`config.mk`:
```
export PLATFORM = sky130hd
export DESIGN_NAME = usb_rx_deserializer_flat
export DESIGN_NICKNAME = d
export VERILOG_FILES = /design/src/rtl/usb_rx_pkg.sv /design/src/rtl/usb_rx_deserializer_if.sv /design/src/rtl/usb_rx_fifo.sv /design/src/rtl/usb_rx_deserializer.sv /design/src/flat_wrapper.sv
export SDC_FILE = /design/constraint.sdc
export NUM_CORES = 1
export LEC_CHECK = 0
export BUFFER_PORTS_ARGS = -buffer_cell sky130_fd_sc_hd__buf_2
export CORE_UTILIZATION = 60
export DETAILED_ROUTE_END_ITERATION = 10
export GPL_TIMING_DRIVEN = 0
export HOLD_SLACK_MARGIN = 0.08
export PLACE_DENSITY = 0.8
export SLEW_MARGIN = 30
export SYNTH_ARGS = -nofsm -noshare
export SYNTH_HDL_FRONTEND = slang
export SYNTH_HIERARCHICAL = 1
export SYNTH_SLANG_ARGS = --single-unit
```
`constraint.sdc`:
```
create_clock -name clk -period 4.4 [get_ports clk]
set_input_delay 0.44 -clock clk [delete_from_list [all_inputs] [get_ports clk]]
set_output_delay 0.44 -clock clk [all_outputs]
set_load 0.01 [all_outputs]
```
`src/rtl/usb_rx_pkg.sv`:
```
// Shared types and constants for the USB receive deserializer.
package usb_rx_pkg;

  typedef enum logic {
    IDLE = 1'b0,
    RECV = 1'b1
  } rx_state_t;

  localparam int STUFF_ONES = 6;
  localparam int DEF_WIDTH  = 8;
  localparam int DEF_DEPTH  = 4;

endpackage

```
`src/rtl/usb_rx_deserializer_if.sv`:
```
// Bit-stream, FIFO-read and status signals between the RX decoder/controller and the deserializer.
interface usb_rx_deserializer_if import usb_rx_pkg::*; #(
  parameter int WIDTH = DEF_WIDTH
);
  logic             rx_start;
  logic             shift_enable;
  logic             d_orig;
  logic             eop;
  logic             r_enable;
  logic [WIDTH-1:0] rx_data;
  logic             fifo_empty;
  logic             fifo_full;
  logic             word_done;
  logic             partial_err;
  logic             overrun;
  logic             stuff_err;

  modport master (
    output rx_start, shift_enable, d_orig, eop, r_enable,
    input  rx_data, fifo_empty, fifo_full, word_done, partial_err, overrun, stuff_err
  );

  modport slave (
    input  rx_start, shift_enable, d_orig, eop, r_enable,
    output rx_data, fifo_empty, fifo_full, word_done, partial_err, overrun, stuff_err
  );
endinterface

```
`src/rtl/usb_rx_fifo.sv`:
```
// Show-ahead register FIFO; pointers carry an extra wrap bit to tell full from empty.
module usb_rx_fifo #(
  parameter int WIDTH = 8,
  parameter int DEPTH = 4
) (
  input  logic             clk,
  input  logic             n_rst,
  input  logic             push,
  input  logic             pop,
  input  logic [WIDTH-1:0] wdata,
  output logic [WIDTH-1:0] rdata,
  output logic             empty,
  output logic             full
);
  localparam int AW = $clog2(DEPTH);

  logic [WIDTH-1:0] mem [DEPTH];
  logic [AW:0]      wptr;
  logic [AW:0]      rptr;
  logic             do_push;
  logic             do_pop;

  assign empty   = (wptr == rptr);
  assign full    = (wptr[AW] != rptr[AW]) && (wptr[AW-1:0] == rptr[AW-1:0]);
  assign do_pop  = pop && !empty;
  // A pop in the same cycle frees the slot the push needs.
  assign do_push = push && (!full || do_pop);
  assign rdata   = mem[rptr[AW-1:0]];

  always_ff @(posedge clk or negedge n_rst) begin
    if (!n_rst) begin
      wptr <= '0;
      rptr <= '0;
      for (int i = 0; i < DEPTH; i++) mem[i] <= '0;
    end else begin
      if (do_push) begin
        mem[wptr[AW-1:0]] <= wdata;
        wptr              <= wptr + 1'b1;
      end
      if (do_pop) rptr <= rptr + 1'b1;
    end
  end
endmodule

```
`src/rtl/usb_rx_deserializer.sv`:
```
// Assembles the decoded USB bit stream LSB-first into WIDTH-bit words and buffers them.
// Define USB_RX_SR_BITSTUFF_EN to strip stuff bits internally and flag stuffing violations.
module usb_rx_deserializer import usb_rx_pkg::*; #(
  parameter int WIDTH = DEF_WIDTH,
  parameter int DEPTH = DEF_DEPTH
) (
  input  logic                 clk,
  input  logic                 n_rst,
  usb_rx_deserializer_if.slave bus
);
  localparam int              CNT_W    = $clog2(WIDTH) + 1;
  localparam logic [CNT_W-1:0] LAST_BIT = CNT_W'(WIDTH - 1);

  rx_state_t        state, state_next;
  logic [CNT_W-1:0] cnt, cnt_next;
  logic [WIDTH-2:0] shreg, shreg_next;
  logic [WIDTH-1:0] word;
  logic             overrun_q, overrun_next;
  logic             word_done_q, word_done_next;
  logic             partial_q, partial_next;
  logic             push;
  logic             data_bit;
  logic             stuff_viol;
`ifdef USB_RX_SR_BITSTUFF_EN
  logic [2:0]       ones, ones_next;
  logic             stuff_q;
`endif

  // Pending bits sit in the upper positions; the incoming bit completes the word as its MSB.
  assign word = {bus.d_orig, shreg};

  always_comb begin
    state_next     = state;
    cnt_next       = cnt;
    shreg_next     = shreg;
    overrun_next   = overrun_q;
    word_done_next = 1'b0;
    partial_next   = 1'b0;
    push           = 1'b0;
    data_bit       = 1'b0;
    stuff_viol     = 1'b0;
`ifdef USB_RX_SR_BITSTUFF_EN
    ones_next      = ones;
`endif
    if (bus.rx_start) begin
      state_next   = RECV;
      cnt_next     = '0;
      shreg_next   = '0;
      overrun_next = 1'b0;
`ifdef USB_RX_SR_BITSTUFF_EN
      ones_next    = '0;
`endif
    end else if (state == RECV) begin
`ifdef USB_RX_SR_BITSTUFF_EN
      if (bus.shift_enable) begin
        if (ones == 3'(STUFF_ONES)) begin
          if (bus.d_orig) stuff_viol = 1'b1;
          else            ones_next  = '0;
        end else begin
          data_bit = 1'b1;
        end
      end
`else
      data_bit = bus.shift_enable;
`endif
      if (data_bit) begin
        shreg_next = word[WIDTH-1:1];
`ifdef USB_RX_SR_BITSTUFF_EN
        ones_next  = bus.d_orig ? ones + 3'd1 : 3'd0;
`endif
        if (cnt == LAST_BIT) begin
          cnt_next       = '0;
          push           = 1'b1;
          word_done_next = 1'b1;
          if (bus.fifo_full && !bus.r_enable) overrun_next = 1'b1;
        end else begin
          cnt_next = cnt + 1'b1;
        end
      end
      // The same-cycle bit has already been folded into cnt_next before eop is judged.
      if (stuff_viol || bus.eop) begin
        partial_next = !stuff_viol && (cnt_next != '0);
        state_next   = IDLE;
        cnt_next     = '0;
        shreg_next   = '0;
`ifdef USB_RX_SR_BITSTUFF_EN
        ones_next    = '0;
`endif
      end
    end
  end

  always_ff @(posedge clk or negedge n_rst) begin
    if (!n_rst) begin
      state       <= IDLE;
      cnt         <= '0;
      shreg       <= '0;
      overrun_q   <= 1'b0;
      word_done_q <= 1'b0;
      partial_q   <= 1'b0;
    end else begin
      state       <= state_next;
      cnt         <= cnt_next;
      shreg       <= shreg_next;
      overrun_q   <= overrun_next;
      word_done_q <= word_done_next;
      partial_q   <= partial_next;
    end
  end

`ifdef USB_RX_SR_BITSTUFF_EN
  always_ff @(posedge clk or negedge n_rst) begin
    if (!n_rst) begin
      ones    <= '0;
      stuff_q <= 1'b0;
    end else begin
      ones    <= ones_next;
      stuff_q <= stuff_viol;
    end
  end

  assign bus.stuff_err = stuff_q;
`else
  assign bus.stuff_err = 1'b0;
`endif

  assign bus.word_done   = word_done_q;
  assign bus.partial_err = partial_q;
  assign bus.overrun     = overrun_q;

  usb_rx_fifo #(
    .WIDTH (WIDTH),
    .DEPTH (DEPTH)
  ) u_fifo (
    .clk   (clk),
    .n_rst (n_rst),
    .push  (push),
    .pop   (bus.r_enable),
    .wdata (word),
    .rdata (bus.rx_data),
    .empty (bus.fifo_empty),
    .full  (bus.fifo_full)
  );
endmodule
```
`src/flat_wrapper.sv`:
```
// flat-port wrapper written by rule: the top's interface ports become plain ports
module usb_rx_deserializer_flat import usb_rx_pkg::*;
#(
  parameter int WIDTH = DEF_WIDTH,
  parameter int DEPTH = DEF_DEPTH
)
  (clk, n_rst, bus_rx_start, bus_shift_enable, bus_d_orig, bus_eop, bus_r_enable, bus_rx_data, bus_fifo_empty, bus_fifo_full, bus_word_done, bus_partial_err, bus_overrun, bus_stuff_err);
  usb_rx_deserializer_if #(.WIDTH(WIDTH)) bus_i ();
  input  logic clk;
  input  logic n_rst;
  input wire logic [$bits(bus_i.rx_start)-1:0] bus_rx_start;
  input wire logic [$bits(bus_i.shift_enable)-1:0] bus_shift_enable;
  input wire logic [$bits(bus_i.d_orig)-1:0] bus_d_orig;
  input wire logic [$bits(bus_i.eop)-1:0] bus_eop;
  input wire logic [$bits(bus_i.r_enable)-1:0] bus_r_enable;
  output wire logic [$bits(bus_i.rx_data)-1:0] bus_rx_data;
  output wire logic [$bits(bus_i.fifo_empty)-1:0] bus_fifo_empty;
  output wire logic [$bits(bus_i.fifo_full)-1:0] bus_fifo_full;
  output wire logic [$bits(bus_i.word_done)-1:0] bus_word_done;
  output wire logic [$bits(bus_i.partial_err)-1:0] bus_partial_err;
  output wire logic [$bits(bus_i.overrun)-1:0] bus_overrun;
  output wire logic [$bits(bus_i.stuff_err)-1:0] bus_stuff_err;
  assign bus_i.rx_start = bus_rx_start;
  assign bus_i.shift_enable = bus_shift_enable;
  assign bus_i.d_orig = bus_d_orig;
  assign bus_i.eop = bus_eop;
  assign bus_i.r_enable = bus_r_enable;
  assign bus_rx_data = bus_i.rx_data;
  assign bus_fifo_empty = bus_i.fifo_empty;
  assign bus_fifo_full = bus_i.fifo_full;
  assign bus_word_done = bus_i.word_done;
  assign bus_partial_err = bus_i.partial_err;
  assign bus_overrun = bus_i.overrun;
  assign bus_stuff_err = bus_i.stuff_err;
  usb_rx_deserializer #(.WIDTH(WIDTH), .DEPTH(DEPTH)) u_core (.clk(clk), .n_rst(n_rst), .bus(bus_i));
endmodule
```
==> metrics.yaml <==
synth-xor-area-share_pct: 4.12
cts_buffers: 5
rows: 24
globalRoute.busiestLayer: "met2"
largest_net_degree_at_the_start_of_global_routing: 54
critical-path-top-delay-family: "simple AND/OR/NAND/NOR gates"
status: "finished with violations"
coreArea_um2: 4350
synth_nets: 221
regToRegStartpoint: "u_core/cnt[0]$_DFFE_PN0N_"
worst_clock_skew_ns: 0.00667
synth-warning-count: 6
synth-compound-area-share_pct: 11.0
cts_tree: "built"
ys_dominant_reg_cell: "dfrtp_1"
grt_first_pass_wirelength_um: 8960
grtUsageMet2_pct: 37.3
endpoint_of_the_worst_slack_reg_to_reg_timing_path: "u_core/u_fifo/mem[3]$_DFFE_PN0P_"
dieWidth_um: 69.5
remaining_number_of_nets_flagged_by_the_antenna_check_after_routing: 0
register_area_share_after_synthesis_pct: 48.5
worst_hold_slack_ns: 0.165
initial_utilization_pct: 62.8
top_level_ports: 21
max_slew_violation_count: 0
die_area_um2: 4830
post_synth_most_frequent_cells: "dfrtp_1 (53), mux2_2 (34), a21oi_1 (11), nand2_1 (11), o21ai_0 (10)"
max_slew.worst_pin.slew_ns: 0.801
adder_and_majority_gate_portion_of_the_synthesized_area_pct: 2.75
critical_path_buf_inv_count: 0
critical_path_arrival_ns: 2.58
vdd_ir_drop_max_mv: 0.190
first_global_vias: 1759
count_of_hold_buffers_inserted_by_post_cts_repair: 0
ys_ff_latch: 53
reg2reg_depth: 6
hold_class: "input port to async pin"
clkSlewWorstSetupHoldPaths_ns: 0.09
worst_path_max_delay_cell: "nor4_1"
worstPathCellList: "ha_1, nand2_1, nor4_1, and2_1, o41ai_4, mux2_2"
max_cap_viols: 0
dr_wl_cell_um: 17.5
postSynth.asyncResetShare_pct: 100
num_vias: 1746
drt_wl_total_um: 5000
final_estimated_routing_congestion_in_global_placement: 0.785
relSlewSlack_pct: 46.1
timing.critical_path.slowest_cell_delay_ns: 0.62
timing.final.hold_violations: 0
synth_top_area_cell: "dfrtp_1"
first_iter_violations: 70
drt_drc: 1
post_route_cells_drive_above_1_share_pct: 36.8
end_kind: "register"
area_occupied_by_multi_input_gates_um2: 1340
crit_cells: 6
drt_first_pass_iters: 7
power_mw: 1.09
path_max_fanout: 9
global_route.usage.met1_pct: 34.1
worst_setup_path_start_kind: "register"
post-route-period-util_pct: 54.5
grt_util_met3_pct: 4.22
buffer_ports.inserted: 19
clock_sink_count: 53
n_antenna_cell: 0
grt_setup_unrepaired: "false"
placed_cells: 279
regArea_um2: 1330
fin_cells: 286
synth.area.mux_share_pct: 21.0
die_y_um: 69.5
synth_simple_gate_area_share_pct: 10.2
h-tree-depth: 2
max_freq_mhz: 417
violations: "design-rule violations"
dominant_combinational_cell_family_by_area_after_synthesis: "multiplexers"
worst-setup-path-type: "register to register"
place.detailed.hpwl_um: 3420
ctsRootBufferMaster: "clkbuf_8"
cts.repair_timing.setup_buffer_count: 0
tns_ns: 0
areaGrowthSynthToFinish_pct: 9.75
syn_inst: 208
power_density_nw_per_um2: 364
grt.total_usage_pct: 23.5
syn_area_um2: 2730
detail_route.vias_per_cell: 6.10
max-clock-path-buffers: 2
postSynthAreaPerCell_um2: 13.1
globalRouteOverflowTotal: 0
top_cells_by_area_synth: "dfrtp_1 (49%), mux2_2 (14%), mux4_2 (6.6%)"
fillers: 314
finalNetCount: 247
cellLeakagePower_nw: 1.45
setup.reg_to_reg.worst_slack_ns: 2.00
synth_enable_flop_cells: 0
setup_viol: 0
final_period_minus_worst_setup_slack_ns: 2.40
grt_antenna_before_repair: 0
cp.required_ns: 4.58
yosysMostFrequentCell: "dfrtp_1"
clock_latency_ns: 0.29
yosys.area.top_type_share_pct: 48.5
cts_resized: 0
synthDistinctLibCells: 44
[through the flow]
stage	cell area, µm²	setup WS (ns)	utilization, %
4_1_cts	3000	1.97	68.9
3_3_place_gp	2890	2.07	66.5
6_report	3000	2.00	68.9
2_1_floorplan	2730	2.53	-
3_5_place_dp	2900	2.03	66.5
5_1_grt	3000	1.73	68.9
[layout make-up]
class	count	area share (%)
clock inverters	2	1.17
multi-input cells	142	44.8
repair buffers	19	3.25
well taps	52	2.17
inverters	4	0.500
plain buffers	9	1.63
flip-flops and latches	53	44.2
clock buffers	5	2.29
[layer usage]
| layer | wire length, µm | vias up |
|---|---|---|
| met5 | 0 | - |
| met4 | 26 | 0 |
| met3 | 201 | 4 |
| met2 | 2530 | 41 |
| met1 | 2240 | 886 |
| li1 | - | 815 |
[cell families (layout without fill, tap and decap cells)]
logic type | Yosys count | in the layout
buf+inv | 13 | 39
flops | 53 | 53
mux | 43 | 43
fa+ha+maj | 6 | 6
compound gates | 35 | 35
simple gates | 48 | 48
xor+xnor | 9 | 9
other cells | 1 | 1
[report_power, final]
group | total [mW] | switching, mW | leakage (nW) | internal [mW]
clock network | 0.314 | 0.148 | 0.0540 | 0.166
registers | 0.519 | 0.0151 | 0.730 | 0.504
logic | 0.258 | 0.167 | 0.667 | 0.0913
[worst max path at each step]
stage / end / start
2_1_floorplan: u_core/u_fifo/mem[0]$_DFFE_PN0P_ / u_core/cnt[1]$_DFFE_PN0N_
3_3_place_gp: u_core/u_fifo/mem[1]$_DFFE_PN0P_ / u_core/cnt[0]$_DFFE_PN0N_
3_5_place_dp: u_core/u_fifo/mem[18]$_DFFE_PN0P_ / u_core/cnt[1]$_DFFE_PN0N_
4_1_cts: u_core/u_fifo/mem[18]$_DFFE_PN0P_ / u_core/cnt[0]$_DFFE_PN0N_
5_1_grt: u_core/u_fifo/mem[7]$_DFFE_PN0P_ / u_core/cnt[0]$_DFFE_PN0N_
6_report: u_core/u_fifo/mem[3]$_DFFE_PN0P_ / u_core/cnt[0]$_DFFE_PN0N_
[cell usage in the layout, fill, tap and decap left out, types with 2 or more instances in the layout]
cell type	n
dfrtp_1	53
mux2_2	34
buf_2	22
nand2_1	11
a21oi_1	11
o21ai_0	10
nor2b_1	9
and3_1	8
mux4_2	8
ha_1	6
clkbuf_8	5
nor3_1	4
xnor2_1	4
and2_1	4
o41ai_4	4
buf_4	3
inv_1	3
xor2_1	2
nor3b_1	2
clkbuf_2	2
o32ai_1	2
nor2_1	2
[flip-flops by register name, summed over array words and instances, names as in the netlist]
register and count:
u_core/bus.partial_err 1, u_core/bus.word_done 1, u_core/bus.overrun 1, u_core/u_fifo/mem 32
u_core/state 1, u_core/shreg 7, u_core/u_fifo/rptr 3, u_core/u_fifo/wptr 3
u_core/cnt 4
(Power assumes the default switching activity.)
